**config.mk**
```make
export PLATFORM = sky130hd
export DESIGN_NAME = sum_accumulator
export DESIGN_NICKNAME = d
export VERILOG_FILES = /design/src/rtl/sum_accumulator.sv
export SDC_FILE = /design/constraint.sdc
export NUM_CORES = 1
export LEC_CHECK = 0
export ABC_CLOCK_PERIOD_IN_PS = 3800
export BUFFER_PORTS_ARGS = -buffer_cell sky130_fd_sc_hd__buf_2
export CAP_MARGIN = 20
export CORE_MARGIN = 2
export CORE_UTILIZATION = 45
export CTS_CLUSTER_DIAMETER = 50
export DETAILED_ROUTE_END_ITERATION = 7
export PLACE_DENSITY_LB_ADDON = 0.05
export SYNTH_ARGS = -nofsm -noshare
export SYNTH_HDL_FRONTEND = slang
export SYNTH_SLANG_ARGS = --single-unit
```
**constraint.sdc**
```tcl
create_clock -name clk -period 3.8 [get_ports clk]
set_input_delay 0.76 -clock clk [delete_from_list [all_inputs] [get_ports clk]]
set_output_delay 0.76 -clock clk [all_outputs]
set_load 0.01 [all_outputs]
```
**src/rtl/sum_accumulator.sv**
```systemverilog
`default_nettype none
// ============================================================================
//  Module      : sum_accumulator
//  Description : Accepts a stream of 3-bit adder sums over a valid/ready
//                handshake, accumulates N_SAMPLES of them into a saturating
//                ACC_W-bit total and presents that total with a sticky
//                saturation flag on an output valid/ready handshake.
//  Revision    : 1.0 - initial release
// ============================================================================
module sum_accumulator #(
    parameter int N_SAMPLES = 4,
    parameter int ACC_W     = 8
) (
    input  logic             clk,
    input  logic             rst,
    input  logic             clear,
    input  logic             in_valid,
    output logic             in_ready,
    input  logic [2:0]       in_sum,
    output logic             out_valid,
    input  logic             out_ready,
    output logic [ACC_W-1:0] out_total,
    output logic             out_ovf
);

    // Sample counter only needs to reach N_SAMPLES-1; keep at least one bit.
    localparam int c_cnt_w = (N_SAMPLES > 1) ? $clog2(N_SAMPLES) : 1;
    localparam logic [c_cnt_w-1:0] c_cnt_last = c_cnt_w'(N_SAMPLES - 1);

    typedef enum logic [0:0] {
        ST_ACCUM = 1'b0,
        ST_HOLD  = 1'b1
    } state_t;

    state_t             r_state;
    logic [ACC_W-1:0]   r_acc;
    logic [c_cnt_w-1:0] r_cnt;
    logic               r_ovf;
    logic               r_in_ready;
    logic               r_out_valid;
    logic [ACC_W-1:0]   r_out_total;
    logic               r_out_ovf;

    logic               w_accept;
    logic [ACC_W:0]     w_next;
    logic               w_sat;
    logic [ACC_W-1:0]   w_acc_sat;
    logic               w_ovf_next;

    // Saturating add of the incoming sum, carried out one bit wider than acc.
    always_comb begin
        w_accept   = in_valid & r_in_ready;
        w_next     = {1'b0, r_acc} + {{(ACC_W - 2){1'b0}}, in_sum};
        w_sat      = w_next[ACC_W];
        w_acc_sat  = w_sat ? {ACC_W{1'b1}} : w_next[ACC_W-1:0];
        w_ovf_next = r_ovf | w_sat;
    end

    // Accumulate / hold state machine; clear overrides accept and handshake.
    always_ff @(posedge clk or posedge rst) begin
        if (rst) begin
            r_state     <= ST_ACCUM;
            r_acc       <= '0;
            r_cnt       <= '0;
            r_ovf       <= 1'b0;
            r_in_ready  <= 1'b1;
            r_out_valid <= 1'b0;
            r_out_total <= '0;
            r_out_ovf   <= 1'b0;
        end else if (clear) begin
            // out_total/out_ovf intentionally keep their last value.
            r_state     <= ST_ACCUM;
            r_acc       <= '0;
            r_cnt       <= '0;
            r_ovf       <= 1'b0;
            r_in_ready  <= 1'b1;
            r_out_valid <= 1'b0;
        end else begin
            case (r_state)
                ST_ACCUM: begin
                    if (w_accept) begin
                        r_acc <= w_acc_sat;
                        r_ovf <= w_ovf_next;
                        if (r_cnt == c_cnt_last) begin
                            r_state     <= ST_HOLD;
                            r_in_ready  <= 1'b0;
                            r_out_valid <= 1'b1;
                            r_out_total <= w_acc_sat;
                            r_out_ovf   <= w_ovf_next;
                        end else begin
                            r_cnt <= r_cnt + 1'b1;
                        end
                    end
                end
                ST_HOLD: begin
                    // Restart only after the handshake; no same-cycle pass-through.
                    if (out_ready) begin
                        r_state     <= ST_ACCUM;
                        r_acc       <= '0;
                        r_cnt       <= '0;
                        r_ovf       <= 1'b0;
                        r_in_ready  <= 1'b1;
                        r_out_valid <= 1'b0;
                    end
                end
                default: begin
                    r_state     <= ST_ACCUM;
                    r_in_ready  <= 1'b1;
                    r_out_valid <= 1'b0;
                end
            endcase
        end
    end

    assign in_ready  = r_in_ready;
    assign out_valid = r_out_valid;
    assign out_total = r_out_total;
    assign out_ovf   = r_out_ovf;

endmodule
`default_nettype wire

```
== After elaboration in Yosys (flattened, before gate mapping) ==
Cells that the tools add are included.

* Bitwise logic cells: 4
* Mux-type cells: 28
* Reductions and logical operators: 4
* Equal/unequal tests: 5
* Add/sub/neg operators: 2

{| class="wikitable"
|+ Operators by type and width
! kind !! number
|-
| two-way mux 8 bit || 4
|-
| case mux 8 bit (2 select lines) || 1
|-
| two-way mux 1 bit || 14
|-
| != test 3 bit, second input constant || 4
|-
| adder 8 x 3 -> 9 bit || 1
|-
| two-way mux 2 bit || 4
|-
| case mux 1 bit (2 select lines) || 4
|-
| AND reduction 3 bit || 2
|-
| case mux 2 bit (2 select lines) || 1
|-
| AND reduction 4 bit || 1
|-
| adder 2 x 1 -> 2 bit, second input constant || 1
|-
| == test 2 bit, second input constant || 1
|-
| NOT 1 bit || 2
|-
| AND reduction 2 bit || 1
|-
| bitwise AND 1 bit || 1
|-
| OR 1 bit || 1
|}

* Input bits: 8
* Output and inout bits: 11
* Bits in registers: 23

== Logic depth before layout (Yosys ltp) ==
* Depth in word-level cells: 5
* Gate-level depth with buffers: 7

== Least setup slack after synthesis ==
OpenSTA, ideal clock, no wires.

* Kind: input to register
* From: input in_sum[0]
* To: register r_out_total[7] (netlist: out_total[7])
* Slack: 1.254 ns
* Stages: 6
* Required time: 3.677 ns
* Data arrival time: 2.424 ns
* Cell sequence: ha_1 fa_1 a21o_1 or4b_4 a221oi_2 nor2_1

* Cells in the longest elaborated chain, start to end: 2

{| class="wikitable"
|+ RTL lines
! what !! line !! RTL
|-
| start, declared || 19 || <nowiki>input logic [2:0] in_sum,</nowiki>
|-
| adder 8 x 3 -> 9 bit || 53 || <nowiki>w_next = {1'b0, r_acc} + {{(ACC_W - 2){1'b0}}, in_sum};</nowiki>
|-
| two-way mux 8 bit || 55 || <nowiki>w_acc_sat = w_sat ? {ACC_W{1'b1}} : w_next[ACC_W-1:0];</nowiki>
|-
| end signal, assigned || 88 || <nowiki>r_out_total <= w_acc_sat;</nowiki>
|-
| end, declared || 41 || <nowiki>logic [ACC_W-1:0] r_out_total;</nowiki>
|}

Every way passes these cells.
A chain may end at the register's enable or synchronous reset.

== Worst setup path after layout ==
Ends and elaborated chain as after synthesis.

==> flow_metrics.tcl <==
set metrics [dict create \
    antenna_found_initial 0 \
    muxShareOfSynthArea_pct 1.89 \
    io_pins 19 \
    r2r_cells 6 \
    wl_met1_mm 1.24 \
    top_layer "met4" \
    fp-row-count 18 \
    maxCapViolations 0 \
    tightest_slew_ns 0.901 \
    start_util_pct 47.7 \
    synth-adder-area-share_pct 5.87 \
    via_per_inst 5.42 \
    cp.depth 7 \
    worstPathArrival_ns 2.62 \
    syn_to_final_growth_pct 11.0 \
    cts.sink_count 23 \
    grt_pass1_wl_mm 4.28 \
    status "finished clean" \
    root_buffer "clkbuf_4" \
    mostFrequentLayoutCell "dfrtp_1" \
    wl_met2_mm 1.06 \
    clock_latency_ns 0.31 \
    post-route-min-period_ns 2.41 \
    via_count 938 \
    cts-buffers-inserted 3 \
    slew_headroom_pct 39.9 \
    place_inst 169 \
    ys_warn_count 0 \
    tns_ns 0 \
    finClkSkew_ns 0.0133 \
    synth-async-reset-ratio_pct 100 \
    fin_nets 157 \
    min_path_type "reg2reg" \
    gr-total-overflow 0 \
    path_max_fanout 6 \
    post_cts_buffers 0 \
    synth_nets 139 \
    final_cell_mix "dfrtp_1, buf_2, nor2_1, nand2_1" \
    cp_slowest_stage_delay_ns 0.56 \
    required_ns 4.01 \
    drv_slew 0 \
    portBuffers 18 \
    drive_gt1_share_pct 21.0 \
    leakagePower_nw 0.676 \
    dieArea_sq_um 3080 \
    cp_top_family "adder cells" \
    cts_max_level 1 \
    gr-usage-all-layers_pct 17.5 \
    hold_viol_final 0 \
    ys_types 36 \
    dr_wl_met3_um 103 \
    grt_setup_unrepaired "no" \
    path_buf_inv 1 \
    clock_path_buffers 2 \
    yosys.area_share.simple_pct 20.9 \
    ys_seq_area_share_pct 48.3 \
    synth_top_family_by_area "simple AND/OR/NAND/NOR gates" \
    ctsHoldBuffers 0 \
    tritoncts "built" \
    fillCellCount 254 \
    postSynthCellCount 126 \
    diodes 0 \
    worstSetupPathType "in2reg" \
    ys.flop_type "dfrtp_1" \
    drc 0 \
    cp_slowest_cell "or4b_4" \
    path_cells "buf_2, ha_1, fa_1, a21o_1, or4b_4, a221oi_2, nor2_1" \
    synthXorXnorAreaFrac_pct 1.47 \
    synth-compound-area-share_pct 18.4 \
    synth-seq-cells 23 \
    cp-end-kind "flip-flop" \
    grt_pass1_vias 910 \
    start_kind "input pin" \
    setup_viol 0 \
    cts_resized 0 \
    min_period_over_period_pct 63.5 \
    clock.fmax_mhz 415 \
    powerDensity_nw_per_um2 376 \
    place_congestion 0.843 \
    hpwl_mm 1.80 \
    drt_iter0_drc 20 \
    avgSynthCellArea_sq_um 9.47 \
    cts.clk_slew.worst_paths_ns 0.13 \
    vdd_drop_max_v 0.000225 \
    die_w_um 55.5 \
    netlist_area_sq_um 1190 \
    routed_wl_mm 2.42 \
    die_h_um 55.5 \
    whs_path_depth 2 \
    ant_nets 0 \
    grt_max_degree 24 \
    whs_ns 0.491 \
    drtPass1Iterations 4 \
    core_sq_um 2500 \
    synth-edff-count 0 \
    final_cells 173 \
    post_drt_wl_per_cell_um 14.0 \
]
[cells by family (layout without fill, tap and decap cells)]
logic type | Yosys count | in the layout
AO/OA/AOI/OAI | 36 | 36
flip-flops | 23 | 23
buffers and inverters | 8 | 25
multiplexers | 2 | 2
adder cells (fa/ha/maj) | 5 | 5
AND/OR/NAND/NOR | 50 | 50
XOR/XNOR | 2 | 2
[power breakdown]
part | leakage (nW) | switching [W] | internal [W]
sequential | 0.310 | 0.0000151 | 0.000269
clock | 0.0150 | 0.0000698 | 0.0000409
combinational | 0.350 | 0.0000612 | 0.0000432
[cell usage after synthesis, types with 2 or more instances]
cell type	number	area share, %
a31oi_1	2	1.0
nand2_1	17	5.3
buf_2	5	2.1
a21oi_1	10	4.2
inv_1	2	0.63
o2bb2ai_1	2	1.5
ha_1	4	4.2
nor3_1	3	1.3
and3_2	2	1.3
nor2_1	17	5.3
a21o_1	2	1.3
a22o_1	2	1.5
o21a_1	2	1.3
o21ai_0	10	4.2
dfrtp_1	22	46
o21ai_1	4	1.7
[per-stage QoR]
stage / util [%] / area [sq um] / setup slack (ns) / total power, W
3_3_place_gp: 52.0 / 1300 / 1.10 / 0.000391
2_1_floorplan: - / 1190 / 1.25 / 0.000354
5_1_grt: 53.0 / 1330 / 1.32 / 0.000534
4_1_cts: 53.0 / 1330 / 1.40 / 0.000508
6_report: 53.0 / 1330 / 1.39 / 0.000499
3_5_place_dp: 52.0 / 1300 / 1.05 / 0.000394
[cell type report]
class	instances	area [sq um]	area share (%)
multi-input combinational	95	579	43.7
sequential	23	577	43.5
timing repair buffer	19	97.6	7.37
tap	30	37.5	2.83
clock buffer	4	26.3	1.98
inverter	2	7.51	0.567
[registers in the layout, summed over array words and instances, names as in the netlist]
register and cells:
r_acc 8, out_valid 1, r_cnt 2, out_ovf 1, out_total 8, r_state 1, in_ready 1, r_ovf 1
[worst min-delay path, delay by kind of cell, from the launching register on]
kind	cells	cell delay [ns]
compound gates	1	0.06
flops	1	0.36
simple gates	1	0.04
[metal layers]
layer / vias up / track usage, %
met5: - / 0
met3: 2 / 3.28
met4: 0 / 7.67
met1: 438 / 25.5
met2: 19 / 25.2
li1: 479 / -
[final timing paths]
kind / from / to / slack (ns)
max in group asynchronous: rst / r_state / 2.62
hold / removal: out_total[6] / out_total[6] / 0.49
setup / recovery: in_sum[0] / out_total[7] / 1.39
setup reg to reg: r_acc[0] / out_total[7] / 1.56
min in group asynchronous: rst / r_acc[2] / 0.62
hold reg to reg: out_total[6] / out_total[6] / 0.49
Note: power is estimated with default switching activity, not from simulation.
